File: src/rtl/uart_pkg.sv
// uart_pkg: shared UART constants and the receiver state encoding.
package uart_pkg;
    localparam int UART_DATA_BITS    = 8;
    localparam int UART_CLKS_PER_BIT = 104;
    typedef enum logic [2:0] {IDLE, START, DATA, STOP, BREAK} uart_rx_state_t;
endpackage

File: src/rtl/uart_sync2.sv
// uart_sync2: two-flop synchroniser for an asynchronous single-bit input.
module uart_sync2 #(
    parameter logic RST_VAL = 1'b1
) (
    input  logic clk,
    input  logic rst,
    input  logic d,
    output logic q
);
    logic meta_q, sync_q;
    always_ff @(posedge clk or posedge rst) begin
        if (rst) begin
            meta_q <= RST_VAL;
            sync_q <= RST_VAL;
        end else begin
            meta_q <= d;
            sync_q <= meta_q;
        end
    end
    assign q = sync_q;
endmodule

File: src/rtl/uart_rx.sv
// uart_rx: 8N1 UART receiver feeding a valid/ready holding register.
module uart_rx
    import uart_pkg::*;
#(
    parameter int CLKS_PER_BIT = UART_CLKS_PER_BIT
) (
    input  logic       clk,
    input  logic       rst,
    input  logic       uart_rxd,
    input  logic       rx_enable,
    input  logic       rx_ready,
    output logic [7:0] rx_data_out,
    output logic       rx_valid,
    output logic       frame_err,
    output logic       overrun
);
    localparam int CW = $clog2(CLKS_PER_BIT) + 1;
    localparam int IW = $clog2(UART_DATA_BITS);
    localparam logic [CW-1:0] HALF_END = CW'(CLKS_PER_BIT / 2 - 1);
    localparam logic [CW-1:0] FULL_END = CW'(CLKS_PER_BIT - 1);
    localparam logic [IW-1:0] LAST_IDX = IW'(UART_DATA_BITS - 1);

    uart_rx_state_t            state_q, state_d;
    logic [CW-1:0]             cnt_q, cnt_d;
    logic [IW-1:0]             idx_q, idx_d;
    logic [UART_DATA_BITS-1:0] shift_q, shift_d, data_q, data_d;
    logic                      valid_q, valid_d, fe_q, fe_d, ov_q, ov_d;
    logic                      rxs, done, xfer;

    uart_sync2 #(.RST_VAL(1'b1)) u_sync (.clk(clk), .rst(rst), .d(uart_rxd), .q(rxs));

    always_comb begin
        state_d = state_q;
        cnt_d   = cnt_q + CW'(1);
        idx_d   = idx_q;
        shift_d = shift_q;
        data_d  = data_q;
        valid_d = valid_q;
        fe_d    = 1'b0;
        ov_d    = 1'b0;
        done    = 1'b0;
        xfer    = valid_q && rx_ready;
        // Losing the enable mid-frame drops the frame silently.
        if (!rx_enable && state_q != IDLE) begin
            state_d = IDLE;
            cnt_d   = '0;
        end else begin
            case (state_q)
                IDLE: begin
                    cnt_d = '0;
                    idx_d = '0;
                    if (rx_enable && !rxs) state_d = START;
                end
                START: if (cnt_q == HALF_END) begin
                    cnt_d   = '0;
                    idx_d   = '0;
                    state_d = rxs ? IDLE : DATA;
                end
                DATA: if (cnt_q == FULL_END) begin
                    cnt_d          = '0;
                    shift_d[idx_q] = rxs;
                    idx_d          = idx_q + IW'(1);
                    if (idx_q == LAST_IDX) state_d = STOP;
                end
                STOP: if (cnt_q == FULL_END) begin
                    cnt_d   = '0;
                    done    = rxs;
                    fe_d    = !rxs;
                    state_d = rxs ? IDLE : BREAK;
                end
                BREAK: begin
                    cnt_d = '0;
                    if (rxs) state_d = IDLE;
                end
                default: begin
                    cnt_d   = '0;
                    state_d = IDLE;
                end
            endcase
        end
        // A same-cycle drain frees the register for the new byte.
        if (done && (!valid_q || xfer)) begin
            data_d  = shift_q;
            valid_d = 1'b1;
        end else if (done) begin
            ov_d = 1'b1;
        end else if (xfer) begin
            valid_d = 1'b0;
        end
    end

    always_ff @(posedge clk or posedge rst) begin
        if (rst) begin
            state_q <= IDLE;
            cnt_q   <= '0;
            idx_q   <= '0;
            shift_q <= '0;
            data_q  <= '0;
            valid_q <= 1'b0;
            fe_q    <= 1'b0;
            ov_q    <= 1'b0;
        end else begin
            state_q <= state_d;
            cnt_q   <= cnt_d;
            idx_q   <= idx_d;
            shift_q <= shift_d;
            data_q  <= data_d;
            valid_q <= valid_d;
            fe_q    <= fe_d;
            ov_q    <= ov_d;
        end
    end

    assign rx_data_out = data_q;
    assign rx_valid    = valid_q;
    assign frame_err   = fe_q;
    assign overrun     = ov_q;
endmodule

File: config.mk
export PLATFORM = sky130hd
export DESIGN_NAME = uart_rx
export DESIGN_NICKNAME = d
export VERILOG_FILES = /design/src/rtl/uart_pkg.sv /design/src/rtl/uart_sync2.sv /design/src/rtl/uart_rx.sv
export SDC_FILE = /design/constraint.sdc
export NUM_CORES = 1
export LEC_CHECK = 0
export CAP_MARGIN = 20
export CORE_MARGIN = 4
export CORE_UTILIZATION = 51
export CTS_CLUSTER_SIZE = 8
export DETAILED_ROUTE_END_ITERATION = 8
export GPL_TIMING_DRIVEN = 0
export PLACE_DENSITY = 0.73
export SETUP_SLACK_MARGIN = 0.05
export SYNTH_ARGS = -nofsm -noshare
export SYNTH_HDL_FRONTEND = slang
export SYNTH_SLANG_ARGS = --single-unit
File: constraint.sdc
create_clock -name clk -period 1.8 [get_ports clk]
set_input_delay 0.27 -clock clk [delete_from_list [all_inputs] [get_ports clk]]
set_output_delay 0.27 -clock clk [all_outputs]
set_load 0.05 [all_outputs]
=== Yosys cells after proc, flatten, opt, wreduce, memory -nomap -nowiden ===
Cells that the tools add are included.

* Mux-type cells: 31
* Bitwise logic cells: 1
* Equality and inequality tests: 16
* Magnitude comparators: 2
* Reduce and logical (&&, ||, !) cells: 18
* $add $sub $neg: 2

{| class="wikitable"
|+ Operators with widths
! operator !! count
|-
| $mux W3 || 10
|-
| $mux W8 || 3
|-
| $pmux W8 S2 || 1
|-
| $ne A3 B3 Y1 const B || 5
|-
| $pmux W3 S5 || 1
|-
| $mux W1 || 12
|-
| $pmux W3 S3 || 1
|-
| $add A8 B1 Y8 const B || 1
|-
| $bwmux W8 || 1
|-
| $eq A8 B6 Y1 const B || 1
|-
| $eq A8 B7 Y1 const B || 1
|-
| $eq A3 B2 Y1 const B || 2
|-
| $eq A3 B3 Y1 const B || 2
|-
| $reduce_and A6 Y1 || 1
|-
| $reduce_bool A3 Y1 || 2
|-
| $logic_and A1 B1 Y1 || 5
|-
| $lt A3 B4 Y1 const B || 1
|-
| $ne A2 B2 Y1 const B || 2
|-
| $reduce_and A4 Y1 || 1
|-
| $add A3 B1 Y3 const B || 1
|-
| $demux W1 S3 || 1
|-
| $eq A3 B1 Y1 const B || 1
|-
| $ge A3 B1 Y1 const B || 1
|-
| $logic_not A1 Y1 || 3
|-
| other kinds (10) || 10
|}

* Word-level logic and storage cells: 80
* Register bits after elaboration: 35
* Output and inout port bits: 11

=== Longest topological paths before layout ===
Gate-level depths: netlist of the first run.

* Word-level depth: 7
* Depth in mapped cells: 6
* Gate-level depth less buffers: 5

=== By module ===
Synthesis of the first run repeated with hierarchy kept, for this count alone.

* Cell total of the unflattened synthesis: 149
* Area total of the unflattened synthesis: 1724.2 um2

{| class="wikitable"
|+ Modules (own cells, without submodules)
! module !! cells each !! area each (um2) !! times used
|-
| uart_rx || 146 || 1667.8 || 1
|-
| uart_sync2 || 3 || 56.3 || 1
|}

=== Worst setup path before layout of the first run ===
No wires, ideal clock.

* Path kind: reg2reg
* From: reg cnt_q[0]
* To: reg shift_q[2]
* Period minus slack after synthesis: 1.920 ns
* Arrival time: 1.792 ns
* Path slack: -0.120 ns
* Stages on the path, launching flop included: 7
* Data required time: 1.672 ns
* Buffers on the path: 1
* Path through: dfrtp_1 ha_1 nand4bb_1 buf_6 nor4_4 and4bb_1 mux2_1

* Cells in the longest elaborated chain, start to end: 2

{| class="wikitable"
|+ RTL lines
! element !! RTL line !! RTL
|-
| from (decl) || uart_rx.sv:24 || <nowiki>logic [CW-1:0] cnt_q, cnt_d;</nowiki>
|-
| from (signal assigned) || uart_rx.sv:104 || <nowiki>cnt_q <= cnt_d;</nowiki>
|-
| $eq A8 B7 Y1 || uart_rx.sv:59 || <nowiki>DATA: if (cnt_q == FULL_END) begin</nowiki>
|-
| $reduce_and A3 Y1 (no line) || n/a ||
|-
| to (signal assigned) || uart_rx.sv:106 || <nowiki>shift_q <= shift_d;</nowiki>
|-
| to (decl) || uart_rx.sv:26 || <nowiki>logic [UART_DATA_BITS-1:0] shift_q, shift_d, data_q, data_d;</nowiki>
|}

Every way passes these cells.
A chain may end at the register's enable or synchronous reset.

=== Final worst setup path of the first run ===
* From: reg state_q[2]
* To: reg shift_q[5]

* Cells in the longest elaborated chain, start to end: 4
* Elaborated cells on any way between the ends: 5
* Classes of those cells: eq/ne: 1; bitwise: 1; reduce/logical: 3

{| class="wikitable"
|+ RTL lines
! element !! RTL line !! RTL
|-
| from (decl) || uart_rx.sv:23 || <nowiki>uart_rx_state_t state_q, state_d;</nowiki>
|-
| from (signal assigned) || uart_rx.sv:103 || <nowiki>state_q <= state_d;</nowiki>
|-
| $reduce_bool A3 Y1 || uart_rx.sv:44 || <nowiki>if (!rx_enable && state_q != IDLE) begin</nowiki>
|-
| $logic_and A1 B1 Y1 || uart_rx.sv:44 ||
|-
| $not A1 Y1 (no line) || n/a ||
|-
| $reduce_and A3 Y1 (no line) (*) || n/a ||
|}

Mark *: on every way between the ends. The rest lies on a longest branch, timed or not.

==> impl_metrics.env, run 1 <==
export IMPL_outcome="complete, but fails checks"
export IMPL_violations="negative setup slack"
export IMPL_synth_top_cells_by_area="dfrtp_1, mux2_2, mux2_1"
export IMPL_cts_buffers=5
export IMPL_peakVddDrop_v=0.0005772
export IMPL_final_layout_size_suffix_gt1_share_pct=30.73
export IMPL_final_area_um2=2230
export IMPL_crit_family="simple AND/OR/NAND/NOR gates"
export IMPL_fin_cells=236
export IMPL_p_per_area_nw_per_um2=717.9
export IMPL_syn_inst=151
export IMPL_wire_per_inst_um=14.95
export IMPL_synth_ff_type="dfrtp_1"
export IMPL_rsz0062_at_grt="yes"
export IMPL_synth_most_common_cell="dfrtp_1"
export IMPL_whs_ns=0.3516
export IMPL_io_pins=16
export IMPL_netlist_area_um2=1728
export IMPL_coreArea_um2=3153
export IMPL_num_nets_final=200
export IMPL_drt_total_wl_mm=3.529
export IMPL_avgSynthCellArea_um2=11.44
export IMPL_n_fill_cell=253
export IMPL_cts_clk_slew_worst_paths_ns=0.11
export IMPL_antenna_found_initial=0
export IMPL_cp_depth=6
export IMPL_power_frac_clock_pct=26.5
export IMPL_rows=20
export IMPL_cts_sinks=35
export IMPL_htree_num_levels=2
export IMPL_die_w_um=66.21
export IMPL_placed_cell_area_um2=1977
export IMPL_syn_to_final_growth_pct=29.04
export IMPL_finalSetupViolations=6
export IMPL_first_global_vias=1316
export IMPL_place_congestion=0.8889
export IMPL_cts_tree="built"
export IMPL_hold_violations=0
export IMPL_die_area_um2=4383
export IMPL_via_per_inst=5.517
export IMPL_io_buffer_count=15
export IMPL_yosys_top_cells_count="dfrtp_1, nor2_1, mux2_2, nand3_1, nand2_1"
export IMPL_crit_arrival_ns=2.06
export IMPL_rr_worst_depth=6
export IMPL_required_ns=2.01
export IMPL_drv_slew=0
export IMPL_switchingPower_mw=0.4679
export IMPL_die_y_um=66.21
export IMPL_path_class="reg -> reg"
export IMPL_hold_class="in -> reg"
export IMPL_min_path_cells=1
export IMPL_grt_util_all_layers_pct=18.32
export IMPL_synth_seq_cells=35
export IMPL_dpl_worst_slack_ns=-0.4490
export IMPL_p_int_mw=1.133
export IMPL_setup_worst_path_end_class="flip-flop"
export IMPL_max_cap_violations=0
export IMPL_vias=1302
export IMPL_fin_crit_sh_pct=102.8
export IMPL_hold_buffers=0
export IMPL_first_pass_iters=4
export IMPL_yosys_area_top_type="dfrtp_1"
export IMPL_initialDrtViolationCount=85
export IMPL_synthArstFlopShare_pct=100.0
export IMPL_cts_root_buf="clkbuf_4"
export IMPL_cp_cell_sequence="buf_2 -> nand3b_4 -> nor4_4 -> buf_4 -> nand4b_1 -> mux2_4"
export IMPL_tightest_slew_ns=0.8028
export IMPL_finalCriticalPeriod_ns=1.851
export IMPL_yosysUniqueCellTypes=50
export IMPL_synth_edff_count=0
export IMPL_fin_util_pct=70.71
export IMPL_critPathBufInv=2
export IMPL_clockBufferDepth=2
export IMPL_grt_max_degree=20
export IMPL_clock_latency_ns=0.33
export IMPL_relSlewSlack_pct=46.42
export IMPL_yosys_warnings=0
export IMPL_worstPathMaxFanout=9
export IMPL_fmaxAchievable_ghz=0.5403
export IMPL_drc_errors=0
export IMPL_clock_skew_ns=0.01424
export IMPL_post_synth_top_area_fraction_pct=47.79
export IMPL_ant_nets=0
export IMPL_overflow=0
export IMPL_seqPwrFrac_pct=53.1
export IMPL_power_frac_comb_pct=20.4
export IMPL_crit_path_max_incr_delay_ns=0.37
export IMPL_swShare_pct=29.23
export IMPL_leakage_nw=1.129
export IMPL_diodes=0
export IMPL_yosysSeqAreaShare_pct=50.83
export IMPL_fin_ws_ns=-0.05067
export IMPL_start_kind="flip-flop"
export IMPL_placedCellCount=211
export IMPL_power_total_mw=1.601
export IMPL_start_util_pct=54.80
export IMPL_grt_pass1_wl_mm=6.106
export IMPL_dpl_hpwl_mm=2.403
export IMPL_slowest_stage="dfrtp_1"
export IMPL_fin_tns_setup_ns=-0.1573
export IMPL_synth_nets=159
## cells in the final DEF (no fill, tap or decap), types with 3 or more instances in the layout
cell type | synthesis | final
buf_4 | 0 | 15
buf_6 | 1 | 5
clkbuf_4 | 0 | 5
clkdlybuf4s50_1 | 0 | 4
dfrtp_1 | 33 | 33
dlygate4sd2_1 | 0 | 9
inv_1 | 3 | 3
mux2_2 | 10 | 9
mux2_4 | 0 | 6
nand2_1 | 7 | 7
nand2b_1 | 3 | 3
nand3_1 | 10 | 10
nand3b_1 | 3 | 3
nand4b_1 | 3 | 3
nor2_1 | 17 | 17
nor3_1 | 3 | 3
xnor2_1 | 3 | 3
## logic make-up (layout without fill, tap and decap cells)
kind of cell	Yosys count	count (layout)	synth area share [%]
and+or+nand+nor	64	64	23.39
DFF	35	35	50.83
adders and majority gates	3	3	2.173
muxes	16	16	10.43
buffers and inverters	11	52	3.041
xor gates and xnor gates	5	5	2.535
AOI/OAI and AO/OA	17	17	7.603
## layout make-up
| type | instances | area, um2 | area share (%) |
|---|---|---|---|
| multi-input cells | 105 | 862.1 | 38.66 |
| clock buffers | 6 | 51.30 | 2.301 |
| well taps | 44 | 55.05 | 2.469 |
| plain buffers | 8 | 55.05 | 2.469 |
| repair buffers | 34 | 311.5 | 13.97 |
| flip-flops and latches | 35 | 878.3 | 39.39 |
| inverters | 3 | 11.26 | 0.5051 |
| clock inverters | 1 | 5.005 | 0.2245 |
## layer usage
layer	GRT usage (%)	wire [um]
met1	23.31	1621
met2	30.11	1711
met3	4.592	125
met4	6.345	71
met5	0	0
## power groups by stage
stage / Clock, mW / Sequential [mW] / Combinational [mW]
floorplan: 0 / 0.856 / 0.202
global placement: 0 / 0.864 / 0.249
detailed placement: 0 / 0.865 / 0.278
CTS: 0.438 / 0.849 / 0.305
global route: 0.478 / 0.852 / 0.365
finish: 0.424 / 0.850 / 0.327
## path summary, 6_finish.rpt
check	startpoint	endpoint	slack [ns]
max reg2reg	state_q[2]$_DFFE_PP0P_	shift_q[5]$_DFFE_PP0P_	-0.05
min	uart_rxd	u_sync.meta_q$_DFF_PP1_	0.35
max	state_q[2]$_DFFE_PP0P_	shift_q[5]$_DFFE_PP0P_	-0.05
min in group asynchronous	rst	cnt_q[6]$_DFF_PP0_	0.39
max in group asynchronous	rst	u_sync.q$_DFF_PP1_	0.77
min reg2reg	u_sync.meta_q$_DFF_PP1_	u_sync.q$_DFF_PP1_	0.36
## state kept, by name, summed over array words and instances (netlist names), 3 cells and up
register     cells
shift_q          8
rx_data_out      8
cnt_q            8
state_q          3
idx_q            3
## timing repair
action	4_1_cts	5_1_grt
pin swaps	4	4
buffers inserted	8	10
hold endpoints to repair	0	0
gates resized for setup	17	16
cloned	1	0
endpoints found under the setup margin	35	30
(Power assumes the default switching activity.)
==> inputs of run 2 (changes only) <==
- CORE_MARGIN: 4 -> 1
- PLACE_DENSITY: 0.73 -> not set
- PLACE_DENSITY_LB_ADDON: not set -> 0.25
==> impl_metrics.env, run 2 (synthesis gave the netlist of run 1 again) <==
export IMPL_crit_start="cnt_q[1]$_DFF_PP0_"
export IMPL_rr_worst_depth=7
export IMPL_via_per_inst=5.681
export IMPL_final_cell_mix="dfrtp_1, nor2_1, mux2_2"
export IMPL_endpoint="shift_q[2]$_DFFE_PP0P_"
export IMPL_clock_latency_ns=0.33
export IMPL_wire_per_inst_um=15.61
export IMPL_crit_path_frequent_cell="buf_6"
export IMPL_antenna_found_initial=0
export IMPL_final_layout_size_suffix_gt1_share_pct=28.11
export IMPL_io_buffer_count=15
export IMPL_highest_layer="met4"
export IMPL_initialDrtViolationCount=61
export IMPL_leakage_nw=1.066
export IMPL_cts_root_buf="clkbuf_4"
export IMPL_relSlewSlack_pct=59.55
export IMPL_first_global_vias=1298
export IMPL_start_kind="flip-flop"
export IMPL_setup_worst_path_end_class="flip-flop"
export IMPL_syn_to_final_growth_pct=25.49
export IMPL_dpl_worst_slack_ns=-0.4170
export IMPL_drt_met1_wl_mm=1.528
export IMPL_dpl_hpwl_mm=2.156
export IMPL_coreArea_um2=3128
export IMPL_path_class="reg -> reg"
export IMPL_r2r_end="shift_q[2]$_DFFE_PP0P_"
export IMPL_cts_tree="built"
export IMPL_wl_met2_mm=1.883
export IMPL_whs_ns=0.3055
export IMPL_fin_crit_sh_pct=105.8
export IMPL_slowest_stage="dfrtp_1"
export IMPL_cp_cell_sequence="ha_4 -> nand4bb_1 -> buf_6 -> nor4_4 -> buf_6 -> and4bb_1 -> mux2_4"
export IMPL_cts_clk_slew_worst_paths_ns=0.11
export IMPL_dr_wl_met3_um=126
export IMPL_die_area_um2=3625
export IMPL_htree_num_levels=2
export IMPL_cts_buffers=5
export IMPL_drt_total_wl_mm=3.574
export IMPL_max_cap_violations=0
export IMPL_ant_nets=0
export IMPL_num_nets_final=192
export IMPL_crit_arrival_ns=2.14
export IMPL_first_pass_iters=5
export IMPL_outcome="complete, but fails checks"
export IMPL_clockBufferDepth=2
export IMPL_grt_pass1_wl_mm=5.837
export IMPL_drc_errors=0
export IMPL_r2r_start="cnt_q[1]$_DFF_PP0_"
export IMPL_place_congestion=0.9754
export IMPL_violations="negative setup slack"
export IMPL_required_ns=2.03
export IMPL_hold_violations=0
export IMPL_peakVddDrop_v=0.0005725
export IMPL_die_w_um=60.21
export IMPL_start_util_pct=55.24
export IMPL_layout_commonest_cell="dfrtp_1"
export IMPL_vias=1301
export IMPL_cts_sinks=35
export IMPL_rows=20
export IMPL_regToRegSetupSlack_ns=-0.11
export IMPL_clock_skew_ns=0.01046
export IMPL_p_per_area_nw_per_um2=729.9
export IMPL_hold_buffers=0
export IMPL_rsz0062_at_grt="yes"
export IMPL_diodes=0
export IMPL_drv_slew=0
export IMPL_tightest_slew_ns=0.6061
export IMPL_fin_ws_ns=-0.1051
export IMPL_grt_max_degree=23
export IMPL_die_y_um=60.21
export IMPL_n_fill_cell=250
export IMPL_finalCriticalPeriod_ns=1.905
export IMPL_finalSetupViolations=7
export IMPL_grt_util_all_layers_pct=22.35
export IMPL_io_pins=16
export IMPL_overflow=0
export IMPL_hold_class="in -> async"
export IMPL_fmaxAchievable_ghz=0.5249
export IMPL_worstPathMaxFanout=5
export IMPL_crit_path_max_incr_delay_ns=0.41
[run 2: changes by cell type in the layout (fill, tap and decap cells not counted), sizes merged]
cell,change
buf,-10
clkbuf,+3
[run 2: layout make-up]
cell class | count | area [um2] | area share (%)
Clock inverter | 1 | 5.005 | 0.2308
Sequential cell | 35 | 879.6 | 40.57
Buffer | 8 | 43.79 | 2.020
Clock buffer | 7 | 45.04 | 2.077
Inverter | 3 | 11.26 | 0.5193
Timing Repair Buffer | 26 | 247.7 | 11.43
Multi-Input combinational cell | 105 | 880.8 | 40.62
Tap cell | 44 | 55.05 | 2.539
[run 2: power by group]
group	total [mW]	switching, mW	internal (mW)
clock	0.407	0.255	0.152
combinational	0.329	0.192	0.138
sequential	0.846	0.0351	0.811
total	1.58	0.482	1.10
[run 2: through the flow]
| stage | cells | utilization [%] | area, um2 | setup TNS [ns] | total power [mW] |
|---|---|---|---|---|---|
| 6_report | 229 | 69.32 | 2168 | -0.2571 | 1.583 |
| 5_1_grt | 229 | 69.32 | 2168 | -1.921 | 1.663 |
| 4_1_cts | 227 | 67.08 | 2098 | -0.1712 | 1.556 |
| 3_5_place_dp | 211 | 63.20 | 1977 | -5.256 | 1.126 |
| 3_3_place_gp | 210 | 62.32 | 1949 | -4.768 | 1.112 |
| 2_1_floorplan | 151 | - | 1744 | -0.1945 | 1.058 |
[run 2: worst min-delay path by stage]
stage | cells past startpoint | end | from
after floorplan | 0 | u_sync.meta_q$_DFF_PP1_ | uart_rxd
after global placement | 0 | u_sync.q$_DFF_PP1_ | u_sync.meta_q$_DFF_PP1_
after detailed placement | 0 | u_sync.q$_DFF_PP1_ | u_sync.meta_q$_DFF_PP1_
after CTS | 2 | cnt_q[3]$_DFF_PP0_ | rst
after global routing | 1 | u_sync.meta_q$_DFF_PP1_ | uart_rxd
final | 2 | cnt_q[3]$_DFF_PP0_ | rst
[run 2: repair_timing]
action	CTS	global route
setup buffers	7	2
gates cloned	1	0
gates resized for setup	14	13
pin swaps	4	3
endpoints found under the setup margin	32	30
[run 2: per-layer routing]
| layer | vias to the layer above | global-route usage [%] |
|---|---|---|
| li1 | 620 | - |
| met1 | 639 | 25.10 |
| met2 | 38 | 39.87 |
| met3 | 4 | 5.844 |
| met4 | 0 | 8.638 |
| met5 | - | 0 |
[run 2: critical path, delay by kind of cell (launching register included)]
family	cells	cell delay [ns]
adders and majority gates	1	0.15
buffers and inverters	2	0.32
DFF	1	0.41
muxes	1	0.30
and+or+nand+nor	3	0.62
